--- config.mk ---
export PLATFORM = sky130hd
export DESIGN_NAME = addsub_arbiter
export DESIGN_NICKNAME = d
export VERILOG_FILES = /design/src/rtl/addsub_pkg.sv /design/src/rtl/addsub_arbiter_rr_arb2.sv /design/src/rtl/addsub_arbiter.sv
export SDC_FILE = /design/constraint.sdc
export NUM_CORES = 1
export LEC_CHECK = 0
export BUFFER_PORTS_ARGS = -buffer_cell sky130_fd_sc_hd__buf_4
export CORE_UTILIZATION = 31
export CTS_BUF_LIST = sky130_fd_sc_hd__clkbuf_8
export CTS_CLUSTER_SIZE = 14
export DETAILED_ROUTE_END_ITERATION = 16
export MAX_ROUTING_LAYER = met4
export PLACE_DENSITY = 0.67
export SLEW_MARGIN = 20
export SYNTH_ARGS = -nofsm -noshare
export SYNTH_HDL_FRONTEND = slang
export SYNTH_SLANG_ARGS = --single-unit
--- constraint.sdc ---
create_clock -name clk -period 2.1 [get_ports clk]
set_clock_uncertainty 0.15 [all_clocks]
set_input_delay 0.63 -clock clk [delete_from_list [all_inputs] [get_ports clk]]
set_output_delay 0.63 -clock clk [all_outputs]
set_load 0.005 [all_outputs]
--- src/rtl/addsub_pkg.sv ---
// Shared types and constants for the add/subtract arbiter slice.
package addsub_pkg;

  localparam int unsigned DEFAULT_SETTLE = 4;
  localparam int unsigned PORT_CNT       = 2;
  localparam int unsigned CNT_W          = 4;

  typedef enum logic [1:0] {
    IDLE   = 2'd0,
    SETTLE = 2'd1,
    RESP   = 2'd2
  } state_e;

endpackage

--- src/rtl/addsub_arbiter_rr_arb2.sv ---
// Two-input round-robin arbiter; owns the last-grant pointer (resets to 1 so port 0 wins first).
module rr_arb2
  import addsub_pkg::*;
(
  input  logic                clk,
  input  logic                rst_n,
  input  logic [PORT_CNT-1:0] req,
  input  logic                advance,
  output logic [PORT_CNT-1:0] grant_c
);

  logic last_q;
  logic last_d;

  // Contention goes to the port not granted last; a lone request always wins.
  always_comb begin
    grant_c = req;
    if (req == 2'b11) begin
      grant_c = last_q ? 2'b01 : 2'b10;
    end
  end

  always_comb begin
    last_d = last_q;
    if (advance && (|req)) begin
      last_d = grant_c[1];
    end
  end

  always_ff @(posedge clk or negedge rst_n) begin
    if (!rst_n) begin
      last_q <= 1'b1;
    end else begin
      last_q <= last_d;
    end
  end

endmodule

--- src/rtl/addsub_arbiter.sv ---
// Sequences a shared ripple-carry adder between two requesters with a fixed settle window.
// Optional resp_zero output enabled by defining ADDSUB_ZERO_FLAG_EN.
module addsub_arbiter
  import addsub_pkg::*;
#(
  parameter int unsigned WIDTH         = 32,
  parameter int unsigned SETTLE_CYCLES = DEFAULT_SETTLE
) (
  input  logic                clk,
  input  logic                reset_n,
  input  logic [PORT_CNT-1:0] req_valid,
  output logic [PORT_CNT-1:0] req_ready,
  input  logic                req_sub0,
  input  logic                req_sub1,
  input  logic [WIDTH-1:0]    req_a0,
  input  logic [WIDTH-1:0]    req_b0,
  input  logic [WIDTH-1:0]    req_a1,
  input  logic [WIDTH-1:0]    req_b1,
  output logic [WIDTH-1:0]    adder_a,
  output logic [WIDTH-1:0]    adder_b,
  output logic                adder_ci,
  input  logic [WIDTH-1:0]    adder_sum,
  input  logic                adder_co,
  input  logic                adder_ovf,
  output logic                resp_valid,
  input  logic                resp_ready,
  output logic                resp_id,
  output logic [WIDTH-1:0]    resp_sum,
  output logic                resp_co,
  output logic                resp_ovf,
`ifdef ADDSUB_ZERO_FLAG_EN
  output logic                resp_zero,
`endif
  output logic                busy
);

  localparam logic [CNT_W-1:0] SETTLE_LOAD = CNT_W'(SETTLE_CYCLES - 1);

  state_e              state_q, state_d;
  logic [CNT_W-1:0]    cnt_q, cnt_d;
  logic                gnt_q, gnt_d;
  logic [PORT_CNT-1:0] req_ready_q, req_ready_d;
  logic [WIDTH-1:0]    adder_a_q, adder_a_d;
  logic [WIDTH-1:0]    adder_b_q, adder_b_d;
  logic                adder_ci_q, adder_ci_d;
  logic                resp_valid_q, resp_valid_d;
  logic                resp_id_q, resp_id_d;
  logic [WIDTH-1:0]    resp_sum_q, resp_sum_d;
  logic                resp_co_q, resp_co_d;
  logic                resp_ovf_q, resp_ovf_d;
  logic                busy_q, busy_d;
`ifdef ADDSUB_ZERO_FLAG_EN
  logic                resp_zero_q, resp_zero_d;
`endif

  logic [PORT_CNT-1:0] grant_c;
  logic                is_idle_c;
  logic                sel_sub_c;
  logic [WIDTH-1:0]    sel_a_c;
  logic [WIDTH-1:0]    sel_b_c;

  assign is_idle_c = (state_q == IDLE);

  rr_arb2 u_arb (
    .clk     (clk),
    .rst_n   (reset_n),
    .req     (req_valid),
    .advance (is_idle_c),
    .grant_c (grant_c)
  );

  // Operand mux follows the arbiter's choice.
  assign sel_sub_c = grant_c[1] ? req_sub1 : req_sub0;
  assign sel_a_c   = grant_c[1] ? req_a1   : req_a0;
  assign sel_b_c   = grant_c[1] ? req_b1   : req_b0;

  always_ff @(posedge clk or negedge reset_n) begin
    if (!reset_n) begin
      state_q <= IDLE;
    end else begin
      state_q <= state_d;
    end
  end

  always_comb begin
    state_d = state_q;
    case (state_q)
      IDLE:    if (|req_valid)      state_d = SETTLE;
      SETTLE:  if (cnt_q == '0)     state_d = RESP;
      RESP:    if (resp_ready)      state_d = IDLE;
      default:                      state_d = IDLE;
    endcase
  end

  // Adder inputs and response registers hold unless this state explicitly updates them.
  always_comb begin
    req_ready_d  = '0;
    cnt_d        = cnt_q;
    gnt_d        = gnt_q;
    adder_a_d    = adder_a_q;
    adder_b_d    = adder_b_q;
    adder_ci_d   = adder_ci_q;
    resp_valid_d = resp_valid_q;
    resp_id_d    = resp_id_q;
    resp_sum_d   = resp_sum_q;
    resp_co_d    = resp_co_q;
    resp_ovf_d   = resp_ovf_q;
`ifdef ADDSUB_ZERO_FLAG_EN
    resp_zero_d  = resp_zero_q;
`endif
    busy_d       = (state_d != IDLE);
    case (state_q)
      IDLE: begin
        if (|req_valid) begin
          req_ready_d = grant_c;
          gnt_d       = grant_c[1];
          cnt_d       = SETTLE_LOAD;
          adder_a_d   = sel_a_c;
          adder_b_d   = sel_sub_c ? ~sel_b_c : sel_b_c;
          adder_ci_d  = sel_sub_c;
        end
      end
      SETTLE: begin
        if (cnt_q == '0) begin
          resp_valid_d = 1'b1;
          resp_id_d    = gnt_q;
          resp_sum_d   = adder_sum;
          resp_co_d    = adder_co;
          resp_ovf_d   = adder_ovf;
`ifdef ADDSUB_ZERO_FLAG_EN
          resp_zero_d  = (adder_sum == '0);
`endif
        end else begin
          cnt_d = cnt_q - CNT_W'(1);
        end
      end
      RESP: begin
        if (resp_ready) begin
          resp_valid_d = 1'b0;
        end
      end
      default: begin
        resp_valid_d = 1'b0;
      end
    endcase
  end

  always_ff @(posedge clk or negedge reset_n) begin
    if (!reset_n) begin
      req_ready_q  <= '0;
      cnt_q        <= '0;
      gnt_q        <= 1'b0;
      adder_a_q    <= '0;
      adder_b_q    <= '0;
      adder_ci_q   <= 1'b0;
      resp_valid_q <= 1'b0;
      resp_id_q    <= 1'b0;
      resp_sum_q   <= '0;
      resp_co_q    <= 1'b0;
      resp_ovf_q   <= 1'b0;
`ifdef ADDSUB_ZERO_FLAG_EN
      resp_zero_q  <= 1'b0;
`endif
      busy_q       <= 1'b0;
    end else begin
      req_ready_q  <= req_ready_d;
      cnt_q        <= cnt_d;
      gnt_q        <= gnt_d;
      adder_a_q    <= adder_a_d;
      adder_b_q    <= adder_b_d;
      adder_ci_q   <= adder_ci_d;
      resp_valid_q <= resp_valid_d;
      resp_id_q    <= resp_id_d;
      resp_sum_q   <= resp_sum_d;
      resp_co_q    <= resp_co_d;
      resp_ovf_q   <= resp_ovf_d;
`ifdef ADDSUB_ZERO_FLAG_EN
      resp_zero_q  <= resp_zero_d;
`endif
      busy_q       <= busy_d;
    end
  end

  assign req_ready  = req_ready_q;
  assign adder_a    = adder_a_q;
  assign adder_b    = adder_b_q;
  assign adder_ci   = adder_ci_q;
  assign resp_valid = resp_valid_q;
  assign resp_id    = resp_id_q;
  assign resp_sum   = resp_sum_q;
  assign resp_co    = resp_co_q;
  assign resp_ovf   = resp_ovf_q;
`ifdef ADDSUB_ZERO_FLAG_EN
  assign resp_zero  = resp_zero_q;
`endif
  assign busy       = busy_q;

endmodule

* Yosys cells after proc, flatten, opt, wreduce, memory -nomap -nowiden
Cells that the tools add are included.
** Operators by class
- Bitwise logic cells :: 2
- Reduce and logical (&&, ||, !) cells :: 10
- Eq/ne operators :: 7
- Add/sub/neg operators :: 1
- Muxes and demuxes :: 18
** Operators by type and width (count)
- 2-to-1 mux 32 bit :: 3
- NOT 32 bit :: 1
- 2-to-1 mux 2 bit :: 7
- 2-to-1 mux 4 bit :: 2
- != test 2 bit, second input constant :: 4
- case mux 4 bit (2 select lines) :: 1
- case mux 2 bit (3 select lines) :: 1
- AND reduction 3 bit :: 2
- equality test 2 bit, second input constant :: 2
- logical NOT 4 bit :: 1
- AND reduction 2 bit :: 2
- nonzero test 2 bit :: 2
- subtractor 4 x 1 -> 4 bit, second input constant :: 1
- 2-to-1 mux 1 bit :: 3
- case mux 1 bit (3 select lines) :: 1
- equality test 2 x 1 -> 1 bit, second input constant :: 1
- logical NOT 2 bit :: 1
- OR reduction 2 bit :: 1
- logical AND 1 bit :: 1
- NOT 1 bit :: 1
** Storage, ports and cells
- Register bits after elaboration :: 112
- Output and inout port bits :: 104
- Bits of input ports :: 169
- Logic and storage cells :: 52

* Longest topological paths before layout
Gate-level depths: netlist of run 1.
- Word-level depth :: 5
- Gate-level depth with buffers :: 6
- Mapped depth without buffers :: 5

* By module
From an unflattened synthesis of run 1, not the netlist that was laid out.
** Unflattened totals
- Cells, all modules :: 375
- Area total of the unflattened synthesis :: 5465.2 um^2
** Modules (own cells, without submodules)
- addsub_arbiter :: sequential area each 2777.7 um^2, times used 1, area each 5408.9 um^2, cells an instance 369
- rr_arb2 :: sequential area each 26.3 um^2, times used 1, area each 56.3 um^2, cells an instance 6

* Worst setup path after synthesis of run 1
No wires, ideal clock.
- Path kind :: input-to-reg
- Start point :: in req_valid[1]
- End point :: reg adder_a_q[25] (netlist: adder_a[25])
- Library setup time :: 125 ps
- Data required time :: 1825 ps
- Cell stages on the path :: 5
- Arrival :: 1664 ps
- Path slack :: 162 ps
- Buffers on the path :: 2
- Cell sequence :: a21boi_2 buf_6 buf_6 mux2_1 mux2_2
** On the way
- Cells in the longest elaborated chain, start to end :: 3
- Elaborated cells on any way between the ends :: 5
- Classes of those cells :: eq/ne (1); mux (2); reduce/logical (2)
** RTL lines
- from (decl) :: line addsub_arbiter.sv:11 : input logic [PORT_CNT-1:0] req_valid,
- equality test 2 bit :: line addsub_arbiter_rr_arb2.sv:18 : if (req == 2'b11) begin
- 2-to-1 mux 2 bit :: line addsub_arbiter_rr_arb2.sv:18
- 2-to-1 mux 32 bit :: line addsub_arbiter.sv:74 : assign sel_a_c = grant_c[1] ? req_a1 : req_a0;
- to (signal assigned) :: line addsub_arbiter.sv:169 : adder_a_q <= adder_a_d;
- to (decl) :: line addsub_arbiter.sv:43 : logic [WIDTH-1:0] adder_a_q, adder_a_d;
Several ways; a longest one is shown, not always the timed one.
A chain may end at the register's enable or synchronous reset.

* Worst setup path in the final report of run 1
- Start point :: reg state_q[1]
- End point :: reg adder_b_q[30] (netlist: adder_b[30])
** On the way
- Cells in the longest elaborated chain, start to end :: 2
** RTL lines
- from (decl) :: line addsub_arbiter.sv:39 : state_e state_q, state_d;
- from (signal assigned) :: line addsub_arbiter.sv:81 : state_q <= state_d;
- logical NOT 2 bit :: line addsub_arbiter.sv:112 : case (state_q)
- AND reduction 2 bit (no line)
- to (signal assigned) :: line addsub_arbiter.sv:170 : adder_b_q <= adder_b_d;
- to (decl) :: line addsub_arbiter.sv:44 : logic [WIDTH-1:0] adder_b_q, adder_b_d;
Every way passes these cells.

==> results.py, run 1 <==
metrics = {
    "outcome": {
        "outcome": "finished clean",
    },
    "synth": {
        "ys_seq_elements": 112,
        "yosys.cell_types.count": 32,
        "synth_nets": 580,
        "yosysTopAreaCell": "dfrtp_1",
        "yosys-top-cells-area": "dfrtp_1 (49%), mux2_2 (23%), xnor2_1 (9.9%), mux2i_1 (6.2%), mux2_1 (3.2%)",
        "seq_area_frac_synth_pct": 49.7,
        "syn_inst": 409,
        "syn_area_mm2": 0.00564,
        "yosysTopAreaCellShare_pct": 49.2,
        "syn_area_per_cell_um2": 13.8,
        "yosys_warnings": 0,
    },
    "sta": {
        "setup_viol": 0,
        "relSlewSlack_pct": 75.6,
        "finalHoldViolations": 0,
        "rsz0062_at_grt": "no",
        "worstMarginPinSlew_ns": 0.366,
        "period_needed_ns": 1.86,
        "slew_violations": 0,
        "setup_slack_ns": 0.237,
        "max_freq_mhz": 537,
        "period_share_pct": 88.7,
    },
    "setup_path": {
        "arrival_ns": 1.99,
        "crit_fanout": 12,
        "r2r_setup_slack_ns": 0.24,
        "timing.rr.start": "state_q[1]",
        "cp-start-kind": "register",
        "reg2reg_to": "adder_b[30]",
        "path_class": "reg -> reg",
        "worstPathRequired_ns": 2.22,
        "rr_worst_depth": 4,
        "cp-end-kind": "register",
    },
    "pwr": {
        "irDropWorstVdd_v": 0.000442,
        "p_total_mw": 9.69,
        "leakagePower_nw": 3.79,
        "pwr_density_cell_mw_per_mm2": 1180,
    },
    "cells_and_area": {
        "final_cell_area_mm2": 0.00820,
        "n_fill_cell": 1641,
        "stdcell_count": 916,
        "syn_to_final_growth_pct": 45.3,
        "diodes": 0,
        "final_nets": 858,
        "drive_gt1_share_pct": 61.8,
    },
    "global_routing": {
        "grt_overflow_total": 0,
        "grt_max_degree": 50,
        "grt_pass1_vias": 4286,
        "grt_pass1_wl_mm": 21.3,
        "antenna_found_initial": 0,
        "track_usage_pct": 15.4,
    },
    "hold_path": {
        "min_from": "req_valid[0]",
        "worstHoldPathType": "in -> reg",
        "holdPathStages": 2,
        "hold_end": "u_arb.last_q",
    },
    "place": {
        "dp_hpwl_mm": 10.9,
        "pre_cts_ws_ns": -0.0397,
        "postPlaceCellArea_mm2": 0.00801,
        "io_buffer_count": 272,
        "place_congestion": 0.742,
        "dp_cells": 900,
    },
    "route": {
        "vias": 4145,
        "wl_mm": 14.0,
        "drtPass1Iterations": 4,
        "route.detailed.drc": 0,
        "wire_per_inst_um": 15.3,
        "vias_per_cell": 4.53,
        "drt_iter0_drc": 86,
        "antenna_left": 0,
    },
    "floorplanning": {
        "dieArea_mm2": 0.0187,
        "ios": 273,
        "die_h_um": 137,
        "core_region_area_mm2": 0.0175,
        "fp.dieW_um": 137,
        "fp-row-count": 48,
        "start_util_pct": 32.2,
    },
    "clock_network": {
        "cts.clk_slew.worst_paths_ns": 0.11,
        "cts_tree": "done",
        "worstSkewPairLatency_ns": 0.38,
        "cts_buffers": 9,
        "cts_root_buf": "clkbuf_8",
        "clockBufferDepth": 2,
        "cts.sinks": 112,
        "htree_levels": 3,
    },
    "run": {
        "max_cap_viol_count": 0,
    },
}
-- Yosys cell counts --
cell type / count
mux2_2: 115
dfrtp_1: 111
xnor2_1: 64
mux2i_1: 35
mux2_1: 16
buf_2: 13
buf_6: 10
o21ai_0: 5
nand2_1: 4
nand3_1: 4
nor2_1: 4
a21oi_1: 3
inv_1: 3
a31oi_1: 2
ha_1: 2
nor2b_1: 2
a21boi_2: 1
a21o_1: 1
and2_1: 1
and3_1: 1
buf_4: 1
clkbuf_2: 1
dfstp_2: 1
nand2_2: 1
nand2b_1: 1
nor2_8: 1
nor3_1: 1
nor3b_2: 1
o21a_1: 1
o22ai_1: 1
or2_1: 1
or3b_2: 1
-- area by class of cell --
class	instances	area (um2)	share of cell area [%]
inverters	3	11.3	0.137
multi-input cells	269	2640	32.2
repair buffers	292	2280	27.8
flip-flops and latches	112	2800	34.2
clock inverters	6	52.6	0.641
well taps	225	282	3.43
clock buffers	9	124	1.51
-- where the power goes --
part           switching, mW  internal, mW
Sequential             0.609          3.26
Combinational           1.66          2.96
Clock                  0.758         0.444
-- metrics by stage --
stage / hold slack (ns) / util, % / setup TNS, ns
floorplan: 0.184 / - / 0
CTS: 0.255 / 46.8 / 0
finish: 0.297 / 46.8 / 0
detailed placement: 0.330 / 45.7 / -0.189
global route: 0.277 / 46.8 / 0
global placement: 0.310 / 45.7 / 0
-- worst max path at each step --
stage | from | to | slack (ns) | cells after the start
floorplan | req_valid[1] | adder_a[25] | 0.16 | 5
global placement | req_valid[0] | adder_a[2] | 0.01 | 5
detailed placement | req_valid[0] | adder_a[0] | -0.04 | 5
CTS | state_q[1] | adder_b[30] | 0.24 | 4
global route | state_q[1] | adder_a[19] | 0.15 | 4
finish | state_q[1] | adder_b[30] | 0.24 | 4
-- state kept, by name, indices dropped and copies added (netlist names) --
signal	cells
adder_a	32
adder_b	32
adder_ci	1
busy	1
cnt_q	4
gnt_q	1
req_ready	2
resp_co	1
resp_id	1
resp_ovf	1
resp_sum	32
resp_valid	1
state_q	2
u_arb.last_q	1
-- cells by family (layout without fill, tap and decap cells) --
| kind of cell | count (synthesis) | count (layout) | share of synthesized area [%] |
|---|---|---|---|
| buf+inv | 28 | 310 | 3.57 |
| mux | 166 | 166 | 32.4 |
| fa+ha+maj | 2 | 2 | 0.443 |
| flops | 112 | 112 | 49.7 |
| compound gates | 14 | 14 | 1.51 |
| simple gates | 23 | 23 | 2.48 |
| xor+xnor | 64 | 64 | 9.94 |
-- metal layers --
metal / track usage (%) / wire (um)
met1: 17.2 / 5620
met2: 26.7 / 7180
met3: 3.00 / 941
met4: 6.65 / 286
met5: - / 0
-- cells in the final DEF, fill, tap and decap left out, types with 2 or more instances in the layout --
master	Yosys	routed
a31oi_1	2	2
clkinv_4	0	2
clkbuf_8	0	9
mux2_1	16	16
buf_12	0	7
nand3_1	4	4
dfrtp_1	111	111
nor2_1	4	4
buf_4	1	284
nor2b_1	2	2
inv_8	0	2
ha_1	2	2
inv_1	3	3
o21ai_0	5	5
nand2_1	4	4
xnor2_1	64	64
mux2_2	115	115
a21oi_1	3	3
mux2i_1	35	35
-- worst max-delay path: stages (launching register included) --
cell	delay [ns]
dfrtp_1	0.44
or2_1	0.36
nor2_8	0.19
buf_4	0.24
mux2_2	0.36
-- timing repair --
action                                  4_1_cts  5_1_grt
endpoints found under the setup margin        0        0
hold endpoints to repair                     14        0
resized for setup                             0        0
setup buffers                                 0        0
hold buffers                                  1        0
No activity file was read; power rests on OpenSTA's default activity.
==> run 2: changes to the inputs <==
--- a/config.mk
+++ b/config.mk
@@ -5,13 +5,16 @@
 export SDC_FILE = /design/constraint.sdc
 export NUM_CORES = 1
 export LEC_CHECK = 0
+export ABC_AREA = 1
+export ABC_CLOCK_PERIOD_IN_PS = 2100
 export BUFFER_PORTS_ARGS = -buffer_cell sky130_fd_sc_hd__buf_4
+export CORE_ASPECT_RATIO = 2
 export CORE_UTILIZATION = 31
 export CTS_BUF_LIST = sky130_fd_sc_hd__clkbuf_8
 export CTS_CLUSTER_SIZE = 14
 export DETAILED_ROUTE_END_ITERATION = 16
 export MAX_ROUTING_LAYER = met4
-export PLACE_DENSITY = 0.67
+export PLACE_DENSITY = 0.65
 export SLEW_MARGIN = 20
 export SYNTH_ARGS = -nofsm -noshare
 export SYNTH_HDL_FRONTEND = slang
==> results.py, run 2 <==
metrics = {
    "outcome": {
        "outcome": "finished clean",
    },
    "floorplanning": {
        "die_h_um": 201,
        "dieArea_mm2": 0.0204,
        "core_region_area_mm2": 0.0194,
        "start_util_pct": 31.6,
        "fp-row-count": 72,
        "ios": 273,
        "fp.dieW_um": 101,
    },
    "run": {
        "max_cap_viol_count": 0,
    },
    "route": {
        "wire_per_inst_um": 14.5,
        "wl_mm": 20.2,
        "vias_per_cell": 4.66,
        "antenna_left": 0,
        "drt_iter0_drc": 199,
        "vias": 6475,
        "route.detailed.drc": 0,
        "drtPass1Iterations": 7,
    },
    "setup_path": {
        "arrival_ns": 1.01,
        "path_cells": "buf_4",
        "cp-start-kind": "register",
        "path_class": "reg -> out",
        "critPathBufInv": 1,
        "cp-end-kind": "output port",
        "path_delay_family": "flip-flops",
        "max_stage_delay_ns": 0.45,
        "crit_fanout": 2,
        "slowest_stage": "dfrtp_1",
        "worstPathRequired_ns": 1.32,
    },
    "global_routing": {
        "grt_pass1_wl_mm": 31.3,
        "antenna_found_initial": 0,
        "grt_pass1_vias": 6067,
        "grt_overflow_total": 0,
        "grt_max_degree": 74,
        "track_usage_pct": 20.7,
    },
    "place": {
        "place_congestion": 0.859,
        "postPlaceCellArea_mm2": 0.00853,
        "pre_cts_ws_ns": 0.0851,
        "dp_hpwl_mm": 14.5,
        "dp_cells": 1373,
        "io_buffer_count": 272,
    },
    "pwr": {
        "irDropWorstVdd_v": 0.000479,
        "p_seq_share_pct": 36.1,
        "clock_power_share_pct": 13.5,
        "p_comb_share_pct": 50.4,
        "leakagePower_nw": 4.94,
        "internal_power_mw": 6.45,
        "swShare_pct": 39.5,
        "pwr_density_cell_mw_per_mm2": 1220,
        "p_sw_mw": 4.21,
    },
    "cells_and_area": {
        "final_common_cell": "nand2_1",
        "diodes": 0,
        "stdcell_count": 1390,
        "drive_gt1_share_pct": 28.6,
        "final_nets": 1297,
        "final_cell_area_mm2": 0.00875,
        "layout_common_cells": "nand2_1 (306), buf_4 (287), nand3_1 (128)",
        "n_fill_cell": 1965,
        "syn_to_final_growth_pct": 42.8,
    },
    "sta": {
        "setup_viol": 0,
        "slew_violations": 0,
        "relSlewSlack_pct": 74.8,
        "period_share_pct": 85.4,
        "setup_slack_ns": 0.307,
        "period_needed_ns": 1.79,
        "max_freq_mhz": 558,
        "finalHoldViolations": 0,
        "worstMarginPinSlew_ns": 0.378,
        "rsz0062_at_grt": "no",
        "fin_tns_setup_ns": 0,
    },
    "synth": {
        "yosys_warnings": 0,
        "synthArstFlopShare_pct": 100,
        "yosys-top-cells-area": "dfrtp_1 (45%), nand2_1 (19%), nand3_1 (10%), inv_1 (6.5%), a21oi_1 (5.4%)",
        "yosys.cell_types.count": 25,
        "ys_top_cells_by_count": "nand2_1 (308), nand3_1 (128), dfrtp_1 (111), inv_1 (106), a21oi_1 (66)",
        "yosysTopAreaCellShare_pct": 45.3,
        "synth_nets": 1044,
        "syn_area_per_cell_um2": 7.02,
        "ys_seq_elements": 112,
        "yosysMostFrequentCell": "nand2_1",
        "synth-main-ff-cell": "dfrtp_1",
        "syn_area_mm2": 0.00613,
        "seq_area_frac_synth_pct": 45.7,
        "synth_edf_count": 0,
        "yosysTopAreaCell": "dfrtp_1",
        "syn_inst": 873,
    },
    "clock_network": {
        "cts_root_buf": "clkbuf_8",
        "cts_tree": "done",
        "worstSkewPairLatency_ns": 0.40,
        "cts_setup_buffers": 0,
        "htree_levels": 3,
        "cts_buffers": 9,
        "clockBufferDepth": 2,
        "cts.clk_slew.worst_paths_ns": 0.12,
        "cts.sinks": 112,
    },
    "hold_path": {
        "worstHoldPathType": "in -> reg",
    },
}
## run 2: cell families (layout without fill, tap and decap cells)
| kind of cell | after synthesis | in the layout | synth area share [%] |
|---|---|---|---|
| AO/OA/AOI/OAI | 107 | 107 | 8.96 |
| adder cells (fa/ha/maj) | 2 | 2 | 0.408 |
| buffers and inverters | 165 | 423 | 11.8 |
| flip-flops | 112 | 112 | 45.7 |
| AND/OR/NAND/NOR | 487 | 487 | 33.1 |
## run 2: worst paths after layout
| kind | startpoint | endpoint | slack [ns] | depth (start not counted) |
|---|---|---|---|---|
| min | adder_sum[15] | resp_sum[15] | 0.32 | 3 |
| max reg2reg | u_arb.last_q | adder_a[1] | 0.35 | 7 |
| min in group asynchronous | reset_n | adder_b[7] | 0.52 | 2 |
| max in group asynchronous | reset_n | adder_a[18] | 0.71 | 3 |
| min reg2reg | adder_b[22] | adder_b[22] | 0.34 | 2 |
| max | adder_b[13] | adder_b[13] | 0.31 | 1 |
## run 2: through the flow
stage	util [%]	hold slack, ns	total power, mW
after global routing	45.2	0.295	11.5
after CTS	45.2	0.280	10.8
final	45.2	0.319	10.7
after floorplan	-	0.184	6.48
after detailed placement	44.0	0.316	9.34
after global placement	44.0	0.317	9.21
## run 2: layout make-up
class	count	area, um2	share of cell area, %
sequential	112	2800	32.0
multi-input combinational	596	2610	29.8
timing repair buffer	300	2400	27.5
inverter	107	402	4.59
tap	259	324	3.70
clock buffer	10	138	1.57
clock inverter	6	75.1	0.858
## run 2: timing repair
item / 4_1_cts / 5_1_grt
hold buffers: 1 / 0
resized for setup: 0 / 0
hold endpoints to repair: 18 / 0
## run 2: power groups by stage
stage          clock network (mW)  logic [mW]  registers [mW]
2_1_floorplan                   0        2.57            3.91
3_5_place_dp                    0        5.46            3.88
6_report                     1.44        5.37            3.85
3_3_place_gp                    0        5.34            3.87
4_1_cts                      1.51        5.46            3.85
5_1_grt                      1.57        6.01            3.97
## run 2: per-layer routing
metal / GRT usage (%) / vias up / share of wire (%)
met3: 3.69 / 47 / 5.8
met5: - / - / 0
li1: - / 3223 / -
met2: 34.3 / 255 / 52
met4: 11.1 / 0 / 3.9
met1: 23.1 / 2950 / 39
